File: src/rtl/pcie_dma_pkg.sv
// pcie_dma_pkg: shared FSM encoding and max-payload constants for the DMA TX request path.
package pcie_dma_pkg;
  typedef enum logic [2:0] {IDLE, ARB, SPLIT, REQ, WAIT_LAST, DONE} tx_state_t;
  localparam logic [10:0] MPS_DW_128 = 11'd32;
  localparam logic [10:0] MPS_DW_256 = 11'd64;
  localparam logic [10:0] MPS_DW_512 = 11'd128;
  function automatic logic [10:0] mps_dw(input logic [1:0] mps);
    return (mps == 2'd0) ? MPS_DW_128 : (mps == 2'd1) ? MPS_DW_256 : MPS_DW_512;
  endfunction
endpackage

File: src/rtl/pcie_rr_arb.sv
// pcie_rr_arb: round-robin arbiter; the pointer moves past the winner only when the grant is taken.
module pcie_rr_arb #(
  parameter int P_NUM_CH = 2
) (
  input  logic                clk,
  input  logic                rst_n,
  input  logic [P_NUM_CH-1:0] req,
  input  logic                en,
  output logic [P_NUM_CH-1:0] gnt,
  output logic [2:0]          gnt_idx,
  output logic                found
);
  logic [2:0] rr;
  always_comb begin
    found = 1'b0;
    gnt_idx = 3'd0;
    for (int i = 0; i < P_NUM_CH; i++)
      for (int k = 0; k < P_NUM_CH; k++)
        if (!found && req[k] && k == (int'(rr) + i) % P_NUM_CH) begin
          found = 1'b1;
          gnt_idx = 3'(k);
        end
    gnt = '0;
    for (int k = 0; k < P_NUM_CH; k++) gnt[k] = found && gnt_idx == 3'(k);
  end
  always_ff @(posedge clk or negedge rst_n)
    if (!rst_n) rr <= 3'd0;
    else if (en && found) rr <= (gnt_idx == 3'(P_NUM_CH - 1)) ? 3'd0 : gnt_idx + 3'd1;
endmodule

File: src/rtl/pcie_tx_req_mc.sv
// pcie_tx_req_mc: arbitrates per-channel DMA write commands and splits each into MPS/4KB-safe MWr requests.
module pcie_tx_req_mc
  import pcie_dma_pkg::*;
#(
  parameter int P_NUM_CH          = 2,
  parameter int P_SLOT_TAG_WIDTH  = 10,
  parameter int C_PCIE_ADDR_WIDTH = 48
) (
  input  logic                                        pcie_user_clk,
  input  logic                                        pcie_user_rst_n,
  input  logic [1:0]                                  pcie_max_payload_size,
  input  logic [P_NUM_CH-1:0]                         cmd_valid,
  input  logic [P_NUM_CH*(C_PCIE_ADDR_WIDTH-2)-1:0]   cmd_addr,
  input  logic [P_NUM_CH*11-1:0]                      cmd_len,
  input  logic [P_NUM_CH*P_SLOT_TAG_WIDTH-1:0]        cmd_slot_tag,
  output logic [P_NUM_CH-1:0]                         cmd_ready,
  output logic                                        tx_dma_mwr_req,
  output logic [7:0]                                  tx_dma_mwr_tag,
  output logic [12:2]                                 tx_dma_mwr_len,
  output logic [C_PCIE_ADDR_WIDTH-1:2]                tx_dma_mwr_addr,
  input  logic                                        tx_dma_mwr_req_ack,
  input  logic                                        tx_dma_mwr_data_last,
  output logic                                        dma_tx_done_wr_en,
  output logic [P_SLOT_TAG_WIDTH+14:0]                dma_tx_done_wr_data,
  input  logic                                        dma_tx_done_wr_rdy_n
);
  localparam int AW = C_PCIE_ADDR_WIDTH - 2;
  tx_state_t state, nxt;
  logic [P_NUM_CH-1:0] gnt;
  logic [2:0] gnt_idx, ch;
  logic gnt_found;
  logic [AW-1:0] cur_addr, sel_addr;
  logic [10:0] rem, seg, len_r, sel_len, mps, bnd, seg_c;
  logic [P_SLOT_TAG_WIDTH-1:0] slot, sel_slot;
  logic [7:0] tag;
  pcie_rr_arb #(.P_NUM_CH(P_NUM_CH)) u_arb (
    .clk(pcie_user_clk), .rst_n(pcie_user_rst_n), .req(cmd_valid), .en(state == ARB),
    .gnt(gnt), .gnt_idx(gnt_idx), .found(gnt_found)
  );
  always_comb begin
    sel_addr = '0;
    sel_len = '0;
    sel_slot = '0;
    for (int k = 0; k < P_NUM_CH; k++)
      if (gnt[k]) begin
        sel_addr = cmd_addr[k*AW +: AW];
        sel_len = cmd_len[k*11 +: 11];
        sel_slot = cmd_slot_tag[k*P_SLOT_TAG_WIDTH +: P_SLOT_TAG_WIDTH];
      end
  end
  // Distance to the next 4 KB boundary in DWs: 1..1024.
  assign mps = mps_dw(pcie_max_payload_size);
  assign bnd = 11'd1024 - {1'b0, cur_addr[9:0]};
  assign seg_c = (rem < mps) ? ((rem < bnd) ? rem : bnd) : ((mps < bnd) ? mps : bnd);
  always_comb begin
    nxt = state;
    case (state)
      IDLE:      nxt = |cmd_valid ? ARB : IDLE;
      ARB:       nxt = !gnt_found ? IDLE : (sel_len == 11'd0) ? DONE : SPLIT;
      SPLIT:     nxt = REQ;
      REQ:       nxt = tx_dma_mwr_req_ack ? WAIT_LAST : REQ;
      WAIT_LAST: nxt = !tx_dma_mwr_data_last ? WAIT_LAST : (rem == seg) ? DONE : SPLIT;
      DONE:      nxt = dma_tx_done_wr_rdy_n ? DONE : IDLE;
      default:   nxt = IDLE;
    endcase
  end
  always_ff @(posedge pcie_user_clk or negedge pcie_user_rst_n)
    if (!pcie_user_rst_n) begin
      state <= IDLE;
      cur_addr <= '0;
      rem <= '0;
      seg <= '0;
      len_r <= '0;
      slot <= '0;
      ch <= '0;
      tag <= '0;
    end else begin
      state <= nxt;
      if (state == ARB && gnt_found) begin
        ch <= gnt_idx;
        len_r <= sel_len;
        rem <= sel_len;
        cur_addr <= sel_addr;
        slot <= sel_slot;
      end
      if (state == SPLIT) seg <= seg_c;
      if (state == REQ && tx_dma_mwr_req_ack) tag <= tag + 8'd1;
      if (state == WAIT_LAST && tx_dma_mwr_data_last) begin
        rem <= rem - seg;
        cur_addr <= cur_addr + AW'(seg);
      end
    end
  assign cmd_ready = (state == ARB) ? gnt : '0;
  assign tx_dma_mwr_req = state == REQ;
  assign tx_dma_mwr_tag = tag;
  assign tx_dma_mwr_len = seg;
  assign tx_dma_mwr_addr = cur_addr;
  assign dma_tx_done_wr_en = state == DONE && !dma_tx_done_wr_rdy_n;
  assign dma_tx_done_wr_data = {ch, slot, 1'b0, len_r};
endmodule

File: config.mk
export PLATFORM = sky130hd
export DESIGN_NAME = pcie_tx_req_mc
export DESIGN_NICKNAME = d
export VERILOG_FILES = /design/src/rtl/pcie_dma_pkg.sv /design/src/rtl/pcie_rr_arb.sv /design/src/rtl/pcie_tx_req_mc.sv
export SDC_FILE = /design/constraint.sdc
export NUM_CORES = 1
export LEC_CHECK = 0
export ABC_AREA = 1
export CAP_MARGIN = 10
export CORE_UTILIZATION = 35
export CTS_CLUSTER_DIAMETER = 30
export DETAILED_ROUTE_END_ITERATION = 8
export HOLD_SLACK_MARGIN = 0.08
export SKIP_CTS_REPAIR_TIMING = 1
export SLEW_MARGIN = 5
export SYNTH_ARGS = -nofsm -noshare
export SYNTH_HDL_FRONTEND = slang
export SYNTH_HIERARCHICAL = 1
export SYNTH_SLANG_ARGS = --single-unit
File: constraint.sdc
create_clock -name pcie_user_clk -period 3.38 [get_ports pcie_user_clk]
set_clock_uncertainty 0.1 [all_clocks]
set_input_delay 0.845 -clock pcie_user_clk [delete_from_list [all_inputs] [get_ports pcie_user_clk]]
set_output_delay 0.845 -clock pcie_user_clk [all_outputs]
set_load 0.05 [all_outputs]
# Yosys cells after proc, flatten, opt, wreduce, memory -nomap -nowiden
# Index checks and enable logic that the tools add are counted.
# W data, S select, Z words.
# totals
reg_bits,104
wordCells,85
out_inout_bits,94
# op_classes
bitwise_logic,1
muxes,32
magnitude_cmp,3
reduce_logical,25
n_eq_ne,9
addsub,6
# op_table
operator,count
$mux W46,4
$mux W11,7
$logic_not A32 Y1,2
$add A46 B11 Y46,1
$mux W3,8
$mux W10,2
$pmux W3 S6,1
$mux W8,2
$logic_and A1 B1 Y1,13
$eq A11 B11 Y1,1
$logic_not A11 Y1,1
$lt A11 B11 Y1,1
$lt A11 B8 Y1,1
$lt A8 B11 Y1,1
$sub A11 B10 Y11 const A,1
$sub A11 B11 Y11,1
$add A8 B1 Y8 const B,1
$mux W1,7
$eq A3 B1 Y1 const B,2
$eq A3 B2 Y1 const B,2
$eq A3 B3 Y1 const B,2
$logic_not A3 Y1,2
$logic_not A1 Y1,4
$add A1 B1 Y1 const B,2
other kinds (7),7

# Logic depth before layout (Yosys ltp)
# depth
ltp_word,23
depth_mapped,20
mapped_depth_nobuf,19

# By module
# Netlist, hierarchy kept.
# modules_own_cells
module,cells_per_inst,n_inst,area_per_inst_um2
pcie_tx_req_mc,1185,1,8237.9
pcie_rr_arb,15,1,90.1

# Worst setup path after synthesis
# OpenSTA, ideal clock, no wires.
# synth_path
path_type,input -> output
start,input port cmd_valid[1]
end,output port cmd_ready[1]
slack_ns,-0.170
cell_stages,7
n_path_buf,3
t_required_ns,2.435
arrival_time_ns,2.605
cell_sequence,inv_1 -> a21oi_1 -> buf_2 -> buf_1 -> buf_2 -> inv_1 -> nor2_1
# synth_between
elab_chain_cells,14
elab_cells_between_ends,17
classes_between,eq/ne: 1; mux: 7; reduce/logical: 9
# synth_lines
item,line_no,rtl
"start, declared",pcie_tx_req_mc.sv:12,"input logic [P_NUM_CH-1:0] cmd_valid,"
$logic_and A1 B1 Y1 (2 in series),pcie_rr_arb.sv:19,if (!found && req[k] && k == (int'(rr) + i) % P_NUM_CH) begin
$mux W1,pcie_rr_arb.sv:19,
$logic_not A1 Y1,pcie_rr_arb.sv:19,
$logic_and A1 B1 Y1 (2 in series),pcie_rr_arb.sv:19,
$mux W1,pcie_rr_arb.sv:19,
$logic_not A1 Y1,pcie_rr_arb.sv:19,
$logic_and A1 B1 Y1 (2 in series),pcie_rr_arb.sv:19,
$mux W3,pcie_rr_arb.sv:19,
$eq A3 B1 Y1,pcie_rr_arb.sv:24,for (int k = 0; k < P_NUM_CH; k++) gnt[k] = found && gnt_idx == 3'(k);
$logic_and A1 B1 Y1 (*),pcie_rr_arb.sv:24,
net gnt[1],pcie_tx_req_mc.sv:29,logic [P_NUM_CH-1:0] gnt;
$mux W2 (*),pcie_tx_req_mc.sv:93,assign cmd_ready = (state == ARB) ? gnt : '0;
"end, declared",pcie_tx_req_mc.sv:16,"output logic [P_NUM_CH-1:0] cmd_ready,"
# Mark *: on every way through the listed nets, which the timed path passes. The rest lies on a longest branch.

# Final worst setup path
# layout_path
start,input port cmd_valid[0]
end,output port cmd_ready[0]
# layout_between
elab_chain_cells,17
elab_cells_between_ends,20
classes_between,mux: 8; reduce/logical: 12
# layout_lines
item,line_no
$logic_and A1 B1 Y1,pcie_rr_arb.sv:19
$mux W1,pcie_rr_arb.sv:19
$logic_not A1 Y1,pcie_rr_arb.sv:19
$logic_and A1 B1 Y1 (2 in series),pcie_rr_arb.sv:19
$mux W1,pcie_rr_arb.sv:19
$logic_not A1 Y1,pcie_rr_arb.sv:19
$logic_and A1 B1 Y1 (2 in series),pcie_rr_arb.sv:19
$mux W1,pcie_rr_arb.sv:19
$logic_not A1 Y1,pcie_rr_arb.sv:19
$logic_and A1 B1 Y1 (2 in series),pcie_rr_arb.sv:19
$mux W3,pcie_rr_arb.sv:19
$logic_not A3 Y1,pcie_rr_arb.sv:24
$logic_and A1 B1 Y1 (*),pcie_rr_arb.sv:24
net gnt[0],pcie_tx_req_mc.sv:29
$mux W2 (*),pcie_tx_req_mc.sv:93
# Marked as above.

==> impl_metrics.toml <==
[run_status]
status = "finished clean"

[final_layout]
final_common_cell = "nand2_1"
nFillCells = 2380
final_cell_mix = "331 x nand2_1, 231 x clkdlybuf4s50_1, 142 x inv_1"
drive_above_1_share_pct = 6.65
final_util_pct = 48.8
area_growth_pct = 37.2
fin_nets = 1604

[place]
pre_cts_ws_ns = 0.331
globalplace.congestion = 0.951
dp_hpwl_mm = 23.8
portBuffers = 235

[synth]
synth.area.top_cells = "dfrtp_1 31%, nand2_1 15%, inv_1 6.4%, ha_1 5.4%, nand3_1 4.8%"
synth_fa_ha_area_share_pct = 5.89
synth_top_area_share_pct = 31.3
async_flop_share_pct = 100
ys_ff_latch = 104
ys_types = 57
syn_inst = 1200
synth_xor_area_share_pct = 2.61
ys_seq_area_share_pct = 31.3
yosysWarnings = 6
synth_ff_type = "dfrtp_1"
syn_avg_cell_area_um2 = 6.94
synth-compound-area-share_pct = 19.0
synthSimpleGateAreaFrac_pct = 31.5
synth-edff-count = 0
yosysTopAreaCell = "dfrtp_1"
muxShareOfSynthArea_pct = 0.135
synth_top_family_by_area = "simple AND/OR/NAND/NOR gates"
synth_area_mm2 = 0.00833

[clock_network]
cts.sinks = 104
cts_tree = "done"
cts_buffers = 9
cts_max_level = 3
clock_path_buffers = 2
ctsRootBufferMaster = "clkbuf_16"
clkTransAtPathRegs_ns = 0.09
clk_latency_ns = 0.37

[route]
wire_per_inst_um = 17.5
ant_nets = 0
first_pass_iters = 5
drc = 0
num_vias = 9033
routed_wl_mm = 30.6
drtIter0Drc = 676
drt-vias-per-instance = 5.17

[worst_setup_path]
startpoint_type = "input pin"
arrival_ns = 2.13
critPathMaxFanout = 5
crit_type = "input pin to output port"
end_kind = "output port"
required_ns = 2.43

[global_route]
gr-total-overflow = 0
antenna_found_initial = 1
grt_pass1_wl_mm = 47.7
grt_max_degree = 105
grt_pass1_vias = 8582
grt.total_usage_pct = 25.4

[timing]
timing.fmax_ghz = 0.325
setup_tns_ns = 0
worst_pin_slew_ns = 0.648
fin_crit_sh_pct = 91.1
setup_viol = 0
holdWs_ns = 0.380
slew_headroom_pct = 56.8
rsz0062_at_grt = "false"
final-hold-violation-count = 0
finalWorstSetupSlack_ns = 0.302
drv_slew = 0
min_period_ns = 3.08

[die]
chipHeight_um = 156
io_pins = 237
rows = 56
die_w_um = 156
coreArea_mm2 = 0.0234
die_area_mm2 = 0.0244
start_util_pct = 35.6

[power_and_ir_drop]
power.density_mw_per_mm2 = 1020
leakage_uw = 0.00528
vdd_ir_drop_max_mv = 0.681

[run]
cap_viol_max_count = 0

[worst_hold_path]
hp-class = "register to register"
[per-stage QoR]
stage	total power [uW]	cell area [um^2]	std cells
6_report	11600	11400	1748
5_1_grt	12500	11400	1748
4_1_cts	11600	11400	1747
3_5_place_dp	10400	11100	1731
3_3_place_gp	10400	11100	1731
2_1_floorplan	7770	8330	1201
[final cells by class]
class                      count  area [um^2]  area share, %
inverter                     154          578           5.06
clock buffer                   9          225           1.97
sequential                   104         2600           22.8
tap                          319          399           3.49
antenna                        1         2.50         0.0219
clock inverter                 7         98.8          0.865
multi-input combinational    900         4960           43.4
timing repair buffer         254         2560           22.4
[registers in the layout, summed over array words and instances (netlist names), 3 cells and up]
signal           count
rem                 11
tx_dma_mwr_tag       8
state                3
len_r               11
tx_dma_mwr_len      11
slot                10
ch                   3
tx_dma_mwr_addr     46
[synthesized netlist by cell type, types with 3 or more instances]
cell,n
a22oi_1,43
buf_4,5
nand4_1,24
clkbuf_1,16
nor2_4,3
inv_1,142
nor3_1,19
o21ai_1,9
o21ai_2,4
a31oi_1,6
o221ai_1,8
nand2_1,331
and3_1,3
nor4_1,5
inv_2,11
dfrtp_1,104
or2_2,5
o211ai_1,8
xnor2_1,6
nor2_1,79
a21oi_1,46
a221oi_1,4
or2_1,3
nor3_2,3
nand2_2,12
nor2_2,5
buf_1,5
o21bai_1,8
nand3_1,80
o21ai_0,69
xor2_1,17
nand3b_1,7
ha_1,36
a22o_1,30
buf_2,15
[final timing paths]
kind	cells after the start	endpoint	from	slack, ns
worst max-delay path	6	cmd_ready[0]	cmd_valid[0]	0.30
worst min register to register	1	tx_dma_mwr_tag[7]$_DFFE_PN0P_	tx_dma_mwr_tag[7]$_DFFE_PN0P_	0.38
worst max register to register	17	tx_dma_mwr_len[3]$_DFFE_PN0P_	tx_dma_mwr_addr[3]$_DFFE_PN0P_	0.48
max in group asynchronous	2	tx_dma_mwr_len[10]$_DFFE_PN0P_	pcie_user_rst_n	2.25
worst min-delay path	1	tx_dma_mwr_tag[7]$_DFFE_PN0P_	tx_dma_mwr_tag[7]$_DFFE_PN0P_	0.38
min in group asynchronous	2	tx_dma_mwr_addr[9]$_DFFE_PN0P_	pcie_user_rst_n	0.43
[layer usage]
layer / share of wire, % / up-vias / track usage [%] / wire (um)
li1: - / 4452 / - / -
met1: 47 / 4220 / 35.8 / 14400
met2: 44 / 323 / 40.1 / 13600
met3: 6.5 / 38 / 3.46 / 1990
met4: 2.1 / 0 / 8.12 / 646
met5: 0 / - / 0 / 0
[critical path, stage by stage]
cell and delay, ns:
clkdlybuf4s50_1 0.61, inv_1 0.10, a21oi_1 0.12, inv_1 0.09, nor2_1 0.20, buf_12 0.17
[power by group]
part / internal (uW) / leakage (uW) / switching [uW] / total (uW)
Clock: 547 / 0.000157 / 607 / 1150
Sequential: 1820 / 0.00128 / 820 / 2640
Combinational: 2640 / 0.00384 / 5160 / 7800
[logic make-up after synthesis]
group | count (synthesis)
buffers and inverters | 197
AND/OR/NAND/NOR | 590
AO/OA/AOI/OAI | 244
adder cells (fa/ha/maj) | 38
multiplexers | 1
XOR/XNOR | 24
flip-flops | 104
other | 2
(Power assumes the default switching activity.)
